==> src/rtl/fetch_unit_pkg.sv <==
// Shared definitions for the IF stage and its consumers.
//   DATA_WIDTH          - datapath / PC width in bits
//   INST_MEM_ADDR_WIDTH - word-address width of instruction_memory
//   NOP_INSTR           - bubble word (addi x0,x0,0) used on flush/redirect/reset
//   RESET_PC_DEFAULT    - default PC after reset
//   if_id_t             - IF/ID pipeline register contents, reused by decode
package fetch_unit_pkg;

    localparam int DATA_WIDTH          = 32;
    localparam int INST_MEM_ADDR_WIDTH = 8;

    localparam logic [DATA_WIDTH-1:0] NOP_INSTR        = 32'h0000_0013;
    localparam logic [DATA_WIDTH-1:0] RESET_PC_DEFAULT = 32'h0000_0000;

    typedef struct packed {
        logic [DATA_WIDTH-1:0] instr;
        logic [DATA_WIDTH-1:0] pc;
        logic [DATA_WIDTH-1:0] pc_plus4;
        logic                  valid;
    } if_id_t;

    // True when a byte address is not on a 4-byte boundary.
    function automatic logic is_misaligned(input logic [DATA_WIDTH-1:0] addr);
        return (addr[1:0] != 2'b00);
    endfunction

    // Forces a byte address down to its containing word.
    function automatic logic [DATA_WIDTH-1:0] align_word(input logic [DATA_WIDTH-1:0] addr);
        return {addr[DATA_WIDTH-1:2], 2'b00};
    endfunction

endpackage

==> src/rtl/fetch_unit_program_counter.sv <==
// program_counter: PC register, next-PC selection, target alignment and the
// misalignment flag.
//   clk_i, rst_i     - clock, synchronous active-high reset
//   stall_i          - hold PC (ignored when redirect_i is set)
//   redirect_i       - load the (aligned) redirect target
//   redirect_pc_i    - redirect target byte address
//   pc_o             - current PC (register output)
//   pc_plus4_o       - pc_o + 4, wrapping at 2^32
//   misalign_o       - registered one-cycle pulse after a misaligned redirect
module program_counter
    import fetch_unit_pkg::*;
#(
    parameter logic [DATA_WIDTH-1:0] RESET_PC = RESET_PC_DEFAULT
) (
    input  logic                  clk_i,
    input  logic                  rst_i,
    input  logic                  stall_i,
    input  logic                  redirect_i,
    input  logic [DATA_WIDTH-1:0] redirect_pc_i,
    output logic [DATA_WIDTH-1:0] pc_o,
    output logic [DATA_WIDTH-1:0] pc_plus4_o,
    output logic                  misalign_o
);

    logic [DATA_WIDTH-1:0] pc_d;
    logic [DATA_WIDTH-1:0] pc_q;
    logic                  misalign_d;
    logic                  misalign_q;
    logic [DATA_WIDTH-1:0] pc_plus4_s;

    assign pc_plus4_s = pc_q + 32'd4;

    // Next-PC selection: redirect beats stall; flush does not affect the PC.
    always_comb begin
        pc_d       = pc_q;
        misalign_d = 1'b0;
        if (redirect_i) begin
            pc_d       = align_word(redirect_pc_i);
            misalign_d = is_misaligned(redirect_pc_i);
        end else if (stall_i) begin
            pc_d       = pc_q;
        end else begin
            pc_d       = pc_plus4_s;
        end
    end

    // PC and misalign flag registers with synchronous reset.
    always_ff @(posedge clk_i) begin
        if (rst_i) begin
            pc_q       <= RESET_PC;
            misalign_q <= 1'b0;
        end else begin
            pc_q       <= pc_d;
            misalign_q <= misalign_d;
        end
    end

    assign pc_o       = pc_q;
    assign pc_plus4_o = pc_plus4_s;
    assign misalign_o = misalign_q;

endmodule

==> src/rtl/fetch_unit.sv <==
// fetch_unit: IF-stage controller. Generates the instruction memory word
// address from the PC and captures the combinational read data, PC and PC+4
// into the IF/ID register. Handles stall, flush and EX redirects.
//   clk_i, rst_i       - clock, synchronous active-high reset
//   stall_i            - hold PC and IF/ID
//   flush_i            - bubble into IF/ID (PC still advances unless stalled)
//   redirect_i         - taken branch/jump: load target, bubble IF/ID
//   redirect_pc_i      - redirect target byte address
//   imem_addr_o        - word address to instruction_memory
//   imem_data_i        - combinational read data from instruction_memory
//   if_pc_o            - current PC
//   id_instr_o, id_pc_o, id_pc_plus4_o, id_valid_o - IF/ID register contents
//   misalign_o         - one-cycle pulse after a misaligned redirect
module fetch_unit
    import fetch_unit_pkg::*;
#(
    parameter logic [DATA_WIDTH-1:0] RESET_PC  = RESET_PC_DEFAULT,
    parameter logic [DATA_WIDTH-1:0] NOP_INSTR = fetch_unit_pkg::NOP_INSTR
) (
    input  logic                           clk_i,
    input  logic                           rst_i,
    input  logic                           stall_i,
    input  logic                           flush_i,
    input  logic                           redirect_i,
    input  logic [DATA_WIDTH-1:0]          redirect_pc_i,
    output logic [INST_MEM_ADDR_WIDTH-1:0] imem_addr_o,
    input  logic [DATA_WIDTH-1:0]          imem_data_i,
    output logic [DATA_WIDTH-1:0]          if_pc_o,
    output logic [DATA_WIDTH-1:0]          id_instr_o,
    output logic [DATA_WIDTH-1:0]          id_pc_o,
    output logic [DATA_WIDTH-1:0]          id_pc_plus4_o,
    output logic                           id_valid_o,
    output logic                           misalign_o
);

    logic [DATA_WIDTH-1:0] pc_s;
    logic [DATA_WIDTH-1:0] pc_plus4_s;
    if_id_t                if_id_d;
    if_id_t                if_id_q;
    if_id_t                bubble_s;

    program_counter #(
        .RESET_PC (RESET_PC)
    ) u_pc (
        .clk_i         (clk_i),
        .rst_i         (rst_i),
        .stall_i       (stall_i),
        .redirect_i    (redirect_i),
        .redirect_pc_i (redirect_pc_i),
        .pc_o          (pc_s),
        .pc_plus4_o    (pc_plus4_s),
        .misalign_o    (misalign_o)
    );

    // Memory depth is smaller than the PC range; upper bits are simply dropped.
    assign imem_addr_o = pc_s[INST_MEM_ADDR_WIDTH+1:2];
    assign if_pc_o     = pc_s;

    assign bubble_s = '{instr: NOP_INSTR, pc: 32'd0, pc_plus4: 32'd0, valid: 1'b0};

    // IF/ID next state: redirect and flush both squash; stall holds everything.
    always_comb begin
        if_id_d = if_id_q;
        if (redirect_i) begin
            if_id_d = bubble_s;
        end else if (flush_i) begin
            if_id_d = bubble_s;
        end else if (stall_i) begin
            if_id_d = if_id_q;
        end else begin
            if_id_d = '{instr: imem_data_i, pc: pc_s, pc_plus4: pc_plus4_s, valid: 1'b1};
        end
    end

    // IF/ID pipeline register; reset loads the same bubble as a flush.
    always_ff @(posedge clk_i) begin
        if (rst_i) begin
            if_id_q <= bubble_s;
        end else begin
            if_id_q <= if_id_d;
        end
    end

    assign id_instr_o    = if_id_q.instr;
    assign id_pc_o       = if_id_q.pc;
    assign id_pc_plus4_o = if_id_q.pc_plus4;
    assign id_valid_o    = if_id_q.valid;

endmodule

==> config.mk <==
export PLATFORM = sky130hd
export DESIGN_NAME = fetch_unit
export DESIGN_NICKNAME = d
export VERILOG_FILES = /design/src/rtl/fetch_unit_pkg.sv /design/src/rtl/fetch_unit_program_counter.sv /design/src/rtl/fetch_unit.sv
export SDC_FILE = /design/constraint.sdc
export NUM_CORES = 1
export LEC_CHECK = 0
export ABC_AREA = 1
export CORE_AREA = 5 5 116 91
export CTS_BUF_LIST = sky130_fd_sc_hd__clkbuf_8
export CTS_CLUSTER_DIAMETER = 100
export DETAILED_ROUTE_END_ITERATION = 8
export DIE_AREA = 0 0 121 96
export DONT_BUFFER_PORTS = 1
export PLACE_DENSITY = 0.74
export SLEW_MARGIN = 20
export SYNTH_ARGS = -nofsm -noshare
export SYNTH_HDL_FRONTEND = slang
export SYNTH_SLANG_ARGS = --single-unit
==> constraint.sdc <==
create_clock -name clk_i -period 4.1 [get_ports clk_i]
set_input_delay 1.025 -clock clk_i [delete_from_list [all_inputs] [get_ports clk_i]]
set_output_delay 1.025 -clock clk_i [all_outputs]
set_load 0.02 [all_outputs]
==> summary.txt, run 1 <==
Die Ht: 96 microns
DR pass1 iterations: 5
Multi-input gate area: 0.00245 sq mm
Startpoint Class: input port
Fin. Hold Viols: 0
CTS buffer count: 17
area delta synth->final: 6.25%
Clock Latency Late Sink: 0.43 ns
RePlAce Congestion: 0.882
final worst setup slack: 1.22 ns
post-CTS setup buffers: 0
Post-synth EDFFs: 0
die area: 0.0116 sq mm
sequential element share of the synthesized area: 0.461
worst endpoint required time: 4.45 ns
DRC Markers: 0
CTS Hold Bufs: 0
layout cells sized above 1: 0.0952
Slew headroom: 0.386
share of the synthesized area in the top cell type: 0.461
Syn Std Cell Area: 0.00538 sq mm
CTS tree: built
status: completed
Top-Level Pins: 207
Leakage Power: 2.05 nW
kind of critical path: in2reg
most area-hungry cell type in the Yosys netlist: dfxtp_1
core area: 0.00935 sq mm
RSZ-0062 raised after global routing: no
max_cap viols: 0
initial antenna violation count: 0
Fin Setup TNS: 0 ns
Clock Tree Root: clkbuf_8
Fillers: 852
first-pass GRT wire length: 22.6 mm
Detailed Place HPWL: 10.5 mm
fmax: 347 MHz
register bit total from synthesis: 124
asr flop ratio synth: 0
max incr delay on CP: 0.49 ns
Synth area leaders: dfxtp_1 46%, nand2_1 14%, a21oi_1 8.0%
Synth cell types: 32
Iter 0 DRT Violations: 370
Synth Instances: 740
PwrDens: 451 mW/mm^2
Hold Path Class: reg2reg
starting density of the core: 0.576
clk sinks: 124
GRT Util Overall: 0.249
Synth Area per Inst: 7.27 sq um
WP data arrival: 3.23 ns
diode count: 0
DR WL/cell: 17.4 microns
vias post-DR: 4836
fin crit period: 2.88 ns
Fin Hold WS: 0.559 ns
DRT Wirelength: 14.9 mm
vias per cell: 5.64
max-slew violation count: 0
Overflow after GRT: 0
final number of setup-violating endpoints: 0
synth warn: 0
number of port buffers: 0
Final Cycle Share: 0.702
Max VDD drop: 0.314 mV
Worst Setup End Kind: register
dominant synthesized flop cell: dfxtp_1
Sequential Area: 0.00248 sq mm
clk_skew: 0.0115 ns
register clock-pin slew on the reported worst setup and hold paths: 0.07 ns
dpl ws: 0.875 ns
Final Power: 0.00258 W
CTS H-Tree Depth: 4
worst path cell trace: nor2_2 -> inv_2 -> nor2_2 -> inv_2 -> buf_4 -> a21oi_1
DRT antenna net count: 0
design area: 0.00572 sq mm
largest net degree at the start of global routing: 137
# resized after CTS: 0
vias in the first global route: 4358
crit-path max FO: 51
measured slew at the worst slew-check pin: 0.919 ns
placed cell area: 0.00531 sq mm
chip width: 121 microns
Slowest cell on crit path: nor2_2
layout net count: 782
Max Root-Sink Buffers: 2
FP Rows: 31
## cells in the final DEF (no fill, tap or decap)
master	synthesis	routed
dfxtp_1	124	124
nand2_2	3	3
a21boi_0	1	1
inv_2	6	5
o21ai_2	4	4
o221ai_1	2	2
o22ai_1	12	12
nor2_1	86	86
a21oi_2	4	4
a32oi_1	13	13
nand3_1	33	33
nand2_4	3	3
nor2_2	8	8
bufinv_16	0	3
o21ai_0	19	19
clkinv_4	0	2
nor2_4	5	5
conb_1	1	6
clkbuf_8	0	19
nor2_8	1	1
inv_1	46	48
nand2_1	199	199
nor3_1	1	1
clkinv_2	0	5
o21a_1	1	1
clkinvlp_4	0	2
o21bai_1	1	1
ha_1	1	1
a21oi_1	86	86
buf_4	14	1
nand3_2	4	4
and2_1	2	2
o21ai_1	16	16
xor2_1	5	5
## final cells by class
cell class              count  share of cell area
well taps                 132              0.0289
multi-input cells         516               0.429
clock inverters            13              0.0263
flip-flops and latches    124               0.434
clock buffers              19              0.0457
repair buffers              1             0.00131
inverters                  52              0.0344
## power by group
group / internal [W] / total [W] / switching, W / leakage, nW
clock: 0.000626 / 0.00111 / 0.000486 / 0.214
sequential: 0.00124 / 0.00132 / 0.0000885 / 1.01
combinational: 0.0000448 / 0.000142 / 0.0000972 / 0.828
total: 0.00191 / 0.00258 / 0.000672 / 2.05
## synth_stat cells, types with 5 or more instances
master    count
nor2_4        5
buf_2        13
inv_1        46
a32oi_1      13
buf_1         7
a21oi_1      86
buf_4        14
inv_2         6
xor2_1        5
clkbuf_1     19
nand3_1      33
nand2_1     199
o21ai_0      19
nor2_2        8
o22ai_1      12
nor2_1       86
o21ai_1      16
dfxtp_1     124
## final timing paths
path	start	endpoint	slack (ns)	cells past startpoint
setup / recovery	redirect_i	id_instr_o[25]$_SDFFE_PP0N_	1.22	6
hold / removal	id_instr_o[15]$_SDFFE_PP0N_	id_instr_o[15]$_SDFFE_PP0N_	0.56	2
setup reg to reg	u_pc.pc_o[3]$_SDFFE_PP0P_	u_pc.pc_o[24]$_SDFFE_PP0P_	1.91	9
hold reg to reg	id_instr_o[15]$_SDFFE_PP0N_	id_instr_o[15]$_SDFFE_PP0N_	0.56	2
## through the flow
step | util | std cells
floorplan | - | 745
global placement | 0.568 | 825
detailed placement | 0.568 | 825
CTS | 0.612 | 857
global route | 0.612 | 857
finish | 0.612 | 857
## critical path, delay by kind of cell
kind                   cells  cell delay (ns)
buffers and inverters      3             1.17
AND/OR/NAND/NOR            2             0.76
AO/OA/AOI/OAI              1             0.21
## state kept, by name (all words and copies together), names as in the netlist
signal	cells
id_valid_o	1
u_pc.pc_o	30
u_pc.misalign_o	1
id_pc_plus4_o	30
id_pc_o	30
id_instr_o	32
## cell families after synthesis
| family | after synthesis | share of synthesized area |
|---|---|---|
| other | 1 | 0.000697 |
| DFF | 124 | 0.461 |
| adders and majority gates | 1 | 0.00232 |
| and+or+nand+nor | 345 | 0.273 |
| buffers and inverters | 105 | 0.0860 |
| xor gates and xnor gates | 5 | 0.00814 |
| AOI/OAI and AO/OA | 159 | 0.168 |
## layer usage
metal	wire length, microns	vias to the layer above	global-route usage
met2	6870	219	0.398
met5	0	-	0
li1	-	2334	-
met3	1620	17	0.0905
met4	240	0	0.101
met1	6180	2266	0.308
Note: power is estimated with default switching activity, not from simulation.
==> inputs of run 2 (changes only) <==
==> constraint.sdc (replaced) <==
create_clock -name clk_i -period 2.95 [get_ports clk_i]
set_input_delay 0.7375 -clock clk_i [delete_from_list [all_inputs] [get_ports clk_i]]
set_output_delay 0.7375 -clock clk_i [all_outputs]
set_load 0.02 [all_outputs]
==> run 2 against run 1 <==
Against the previous run: non-clock buffer count up 5; critical endpoint is now id_pc_plus4_o[30]$_SDFFE_PP0N_; core utilization up 0.78 points; clock power up 46%; highest routed layer unchanged; hold slack worse by 0.14 ns; largest power group unchanged.
==> summary.txt, run 2 (synthesis results as in run 1) <==
worst endpoint required time: 3.30 ns (was 4.45 ns)
die area: 0.0116 sq mm (unchanged)
max incr delay on CP: 0.72 ns (was 0.49 ns)
RSZ-0062 raised after global routing: no (unchanged)
CTS tree: built (unchanged)
Top-Level Pins: 207 (unchanged)
final worst setup slack: 0.800 ns (was 1.22 ns)
DRT Wirelength: 15.0 mm (was 14.9 mm)
fin crit period: 2.15 ns
Clock Tree Root: clkbuf_8 (unchanged)
kind of critical path: reg2reg (was in2reg)
clk sinks: 124 (unchanged)
clk_skew: 0.0100 ns (was 0.0115 ns)
Final Cycle Share: 0.729
FP Rows: 31 (unchanged)
NetSw: 0.000922 W (was 0.000672 W)
Max VDD drop: 0.350 mV (was 0.314 mV)
Critical path buffers and inverters: 0 (was 3)
worst path cell trace: ha_1 -> nand2_2 -> nor2_4 -> nand2_4 -> nor2_2 -> nand2_1 -> nand2_1 -> nand3_1 -> a21oi_1 (was nor2_2 -> inv_2 -> nor2_2 -> inv_2 -> buf_4 -> a21oi_1)
P_int: 0.00274 W (was 0.00191 W)
Clk pwr share: 0.442 (was 0.431)
commonest non-fill, non-tap cells in the layout: 199 x nand2_1, 124 x dfxtp_1, 86 x a21oi_1, 86 x nor2_1, 48 x inv_1 (unchanged)
layout net count: 787 (was 782)
chip width: 121 microns (unchanged)
DRT antenna net count: 0 (unchanged)
first-pass GRT wire length: 23.3 mm (was 22.6 mm)
Final Power: 0.00366 W (was 0.00258 W)
Overflow after GRT: 0 (unchanged)
Sequential Area: 0.00248 sq mm (unchanged)
reg-to-reg setup timing slack: 0.80 ns (was 1.91 ns)
placed cell area: 0.00536 sq mm (was 0.00531 sq mm)
Fin Setup TNS: 0 ns (unchanged)
DR pass1 iterations: 5 (unchanged)
measured slew at the worst slew-check pin: 0.868 ns (was 0.919 ns)
Leakage Power: 2.09 nW (was 2.05 nW)
vias per cell: 5.65 (was 5.64)
vias post-DR: 4867 (was 4836)
area delta synth->final: 7.60% (was 6.25%)
Worst Setup End Kind: register (unchanged)
crit-path max FO: 7 (was 51)
register clock-pin slew on the reported worst setup and hold paths: 0.07 ns (about the same)
Seq pwr share: 0.501 (was 0.514)
number of port buffers: 0 (unchanged)
status: completed (unchanged)
Max Root-Sink Buffers: 2 (unchanged)
gr busiest metal: met2 (unchanged)
Startpoint Class: register (was input port)
Detailed Place HPWL: 10.6 mm (was 10.5 mm)
Die Ht: 96 microns (unchanged)
Slowest cell on crit path: dfxtp_1 (was nor2_2)
post-CTS setup buffers: 0 (unchanged)
max_cap viols: 0 (unchanged)
Crit path max-delay family: simple AND/OR/NAND/NOR gates (was buffers and inverters)
Slew headroom: 0.421 (was 0.386)
initial antenna violation count: 0 (unchanged)
DR WL/cell: 17.5 microns (was 17.4 microns)
combinational share of power: 0.057 (was 0.055)
CTS Hold Bufs: 0 (unchanged)
fmax: 465 MHz
Largest register FFs: 32 (unchanged)
design area: 0.00579 sq mm (was 0.00572 sq mm)
met3 usage: 0.0893 (was 0.0905)
GR Util met2: 0.413 (was 0.398)
Fin. Hold Viols: 0 (unchanged)
Iter 0 DRT Violations: 335 (was 370)
DRC Markers: 0 (unchanged)
most common cell after layout, fill and taps aside: nand2_1 (unchanged)
most used cell, CP: nand2_1
largest net degree at the start of global routing: 137 (unchanged)
Clock Latency Late Sink: 0.43 ns (about the same)
GRT Util Overall: 0.255 (was 0.249)
grt met1 use: 0.318 (was 0.308)
PwrDens: 632 mW/mm^2 (was 451 mW/mm^2)
core area: 0.00935 sq mm (unchanged)
RePlAce Congestion: 0.903 (was 0.882)
Hold Path Class: in2reg (was reg2reg)
dpl ws: 0.556 ns (was 0.875 ns)
diode count: 0 (unchanged)
vias in the first global route: 4480 (was 4358)
# resized after CTS: 0 (unchanged)
CTS buffer count: 17 (unchanged)
Multi-input gate area: 0.00245 sq mm (unchanged)
max-slew violation count: 0 (unchanged)
Fillers: 833 (was 852)
CTS H-Tree Depth: 4 (unchanged)
starting density of the core: 0.576 (unchanged)
WP data arrival: 2.50 ns (was 3.23 ns)
Sw Ratio: 0.252 (was 0.261)
layout cells sized above 1: 0.101 (was 0.0952)
final number of setup-violating endpoints: 0 (unchanged)
[run 2: power groups by stage]
stage          registers [W]  clock network, W  logic, W
3_5_place_dp         0.00187                 0  0.000208
4_1_cts              0.00183           0.00164  0.000209
3_3_place_gp         0.00187                 0  0.000202
5_1_grt              0.00184           0.00173  0.000236
6_report             0.00183           0.00162  0.000210
2_1_floorplan        0.00185                 0  0.000216
[run 2: metrics by stage]
step	hold WS [ns]	cells	util
after global routing	0.392	862	0.619
after floorplan	0.535	745	-
after detailed placement	0.510	830	0.573
after global placement	0.490	830	0.573
after CTS	0.392	862	0.619
final	0.419	862	0.619
[run 2: final timing paths]
path	from	endpoint	cells after the start
worst max-delay path	u_pc.pc_o[3]$_SDFFE_PP0P_	id_pc_plus4_o[30]$_SDFFE_PP0N_	9
worst min-delay path	rst_i	u_pc.pc_o[18]$_SDFFE_PP0P_	1
worst max register to register	u_pc.pc_o[3]$_SDFFE_PP0P_	id_pc_plus4_o[30]$_SDFFE_PP0N_	9
worst min register to register	u_pc.pc_o[19]$_SDFFE_PP0P_	u_pc.pc_o[19]$_SDFFE_PP0P_	2
[run 2: area by class of cell]
cell class | instances | area share
inverters | 52 | 0.0337
clock inverters | 13 | 0.0300
repair buffers | 6 | 0.00994
flip-flops and latches | 124 | 0.429
well taps | 132 | 0.0285
clock buffers | 19 | 0.0452
multi-input cells | 516 | 0.424
[run 2: metal layers]
| layer | vias to the layer above | wire, microns |
|---|---|---|
| met4 | 0 | 231 |
| met2 | 239 | 6990 |
| met1 | 2258 | 6200 |
| met3 | 25 | 1630 |
| met5 | - | 0 |
| li1 | 2345 | - |
==> inputs of run 3 (changes only) <==
==> constraint.sdc (replaced) <==
create_clock -name clk_i -period 2 [get_ports clk_i]
set_input_delay 0.5 -clock clk_i [delete_from_list [all_inputs] [get_ports clk_i]]
set_output_delay 0.5 -clock clk_i [all_outputs]
set_load 0.02 [all_outputs]
==> run 3 against run 2 <==
Against the previous run: register-to-register slack lost 0.62 ns; setup slack got worse by 0.62 ns; wire length rose by 2.5%; first-iteration DRC count grew 49%; flip-flop and latch count unchanged; die area unchanged; sequential power up 46%; sequential share of layout area decreased by 0.39 points; count of clock-buffer cells in the layout is 1 lower; largest cell class unchanged.
==> summary.txt, run 3 (synthesis results as in run 1) <==
clk_skew: 0.00946 ns (was 0.0100 ns)
worst path cell trace: nand2_1 -> nor2_1 -> nand2_1 -> nor2_2 -> nand2_1 -> nand2_1 -> nand3_1 -> a21oi_1 (was ha_1 -> nand2_2 -> nor2_4 -> nand2_4 -> nor2_2 -> nand2_1 -> nand2_1 -> nand3_1 -> a21oi_1)
status: completed (unchanged)
first-pass GRT wire length: 23.4 mm (was 23.3 mm)
Iter 0 DRT Violations: 498 (was 335)
gr busiest metal: met2 (unchanged)
clk sinks: 124 (unchanged)
DRT antenna net count: 0 (unchanged)
CTS tree: built (unchanged)
Slowest cell on crit path: dfxtp_1 (unchanged)
vias post-DR: 4921 (was 4867)
Leakage Power: 2.11 nW (was 2.09 nW)
PwrDens: 889 mW/mm^2 (was 632 mW/mm^2)
DRC Markers: 0 (unchanged)
dpl ws: 0.260 ns (was 0.556 ns)
GR Util met2: 0.415 (was 0.413)
Fin Setup TNS: 0 ns (unchanged)
Max VDD drop: 0.485 mV (was 0.350 mV)
# resized after CTS: 0 (unchanged)
most common cell after layout, fill and taps aside: nand2_1 (unchanged)
FP Rows: 31 (unchanged)
worst endpoint required time: 2.37 ns (was 3.30 ns)
chip width: 121 microns (unchanged)
crit-path max FO: 5 (was 7)
Hold Path Class: in2reg (unchanged)
kind of critical path: reg2reg (unchanged)
number of port buffers: 0 (unchanged)
CTS H-Tree Depth: 4 (unchanged)
RSZ-0062 raised after global routing: no (unchanged)
fin crit period: 1.82 ns (was 2.15 ns)
reg-to-reg setup timing slack: 0.18 ns (was 0.80 ns)
Worst Setup End Kind: register (unchanged)
layout net count: 798 (was 787)
Fin. Hold Viols: 0 (unchanged)
Die Ht: 96 microns (unchanged)
post-CTS setup buffers: 0 (unchanged)
Max Root-Sink Buffers: 2 (unchanged)
DR WL/cell: 17.7 microns (was 17.5 microns)
core area: 0.00935 sq mm (unchanged)
fmax: 549 MHz (was 465 MHz)
initial antenna violation count: 0 (unchanged)
placed cell area: 0.00545 sq mm (was 0.00536 sq mm)
Clock Tree Root: clkbuf_8 (unchanged)
Largest register FFs: 32 (unchanged)
max incr delay on CP: 0.55 ns (was 0.72 ns)
layout cells sized above 1: 0.117 (was 0.101)
area delta synth->final: 8.60% (was 7.60%)
die area: 0.0116 sq mm (unchanged)
Final Cycle Share: 0.911 (was 0.729)
GRT Util Overall: 0.259 (was 0.255)
Overflow after GRT: 0 (unchanged)
diode count: 0 (unchanged)
Clock Latency Late Sink: 0.43 ns (about the same)
register clock-pin slew on the reported worst setup and hold paths: 0.08 ns (was 0.07 ns)
placed insts: 841 (was 830)
vias in the first global route: 4561 (was 4480)
max_cap viols: 0 (unchanged)
max-slew violation count: 0 (unchanged)
most used cell, CP: nand2_1 (unchanged)
WP data arrival: 2.19 ns (was 2.50 ns)
DRT Wirelength: 15.4 mm (was 15.0 mm)
filler-free cell count of the finished design: 873 (was 862)
grt met1 use: 0.321 (was 0.318)
CTS buffer count: 17 (unchanged)
final number of setup-violating endpoints: 0 (unchanged)
design area: 0.00584 sq mm (was 0.00579 sq mm)
largest net degree at the start of global routing: 137 (unchanged)
Startpoint Class: register (unchanged)
measured slew at the worst slew-check pin: 0.610 ns (was 0.868 ns)
CTS Hold Bufs: 0 (unchanged)
Slew headroom: 0.593 (was 0.421)
vias per cell: 5.64 (was 5.65)
met3 usage: 0.106 (was 0.0893)
Detailed Place HPWL: 11.0 mm (was 10.6 mm)
DR pass1 iterations: 5 (unchanged)
starting density of the core: 0.576 (unchanged)
RePlAce Congestion: 0.964 (was 0.903)
Top-Level Pins: 207 (unchanged)
commonest non-fill, non-tap cells in the layout: 199 x nand2_1, 124 x dfxtp_1, 86 x a21oi_1, 86 x nor2_1, 46 x inv_1 (was 199 x nand2_1, 124 x dfxtp_1, 86 x a21oi_1, 86 x nor2_1, 48 x inv_1)
final worst setup slack: 0.178 ns (was 0.800 ns)
Fin Hold WS: 0.179 ns (was 0.419 ns)
-- run 3: worst paths after layout --
check                                   end                            from  depth (start not counted)
max          id_pc_plus4_o[24]$_SDFFE_PP0N_      u_pc.pc_o[13]$_SDFFE_PP0P_                          8
min              u_pc.pc_o[14]$_SDFFE_PP0P_                           rst_i                          1
max reg2reg  id_pc_plus4_o[24]$_SDFFE_PP0N_      u_pc.pc_o[13]$_SDFFE_PP0P_                          8
min reg2reg  id_pc_plus4_o[20]$_SDFFE_PP0N_  id_pc_plus4_o[20]$_SDFFE_PP0N_                          2
-- run 3: power by group --
part           total [W]  switching, W  internal [W]
Clock            0.00216       0.00102       0.00114
Sequential       0.00267      0.000139       0.00253
Combinational   0.000369      0.000250      0.000119
Total            0.00520       0.00141       0.00379
-- run 3: area by class of cell --
type	instances	area, sq um
clock inverters	14	146
repair buffers	17	153
flip-flops and latches	124	2480
fillers	837	3500
well taps	132	165
multi-input cells	516	2450
clock buffers	18	248
inverters	52	195
-- run 3: through the flow --
| stage | utilization | total power (W) |
|---|---|---|
| 4_1_cts | 0.625 | 0.00522 |
| 2_1_floorplan | - | 0.00304 |
| 3_3_place_gp | 0.583 | 0.00308 |
| 5_1_grt | 0.625 | 0.00540 |
| 3_5_place_dp | 0.583 | 0.00309 |
| 6_report | 0.625 | 0.00520 |
-- run 3: critical path: cells and delay by family (launching register included) --
kind,cells,cell delay (ns)
AO/OA/AOI/OAI,1,0.15
flip-flops,1,0.55
AND/OR/NAND/NOR,7,1.07
-- run 3: per-layer routing --
layer	vias to the layer above	routed length, microns
li1	2375	-
met1	2274	6300
met2	255	7110
met3	17	1820
met4	0	192
met5	-	0
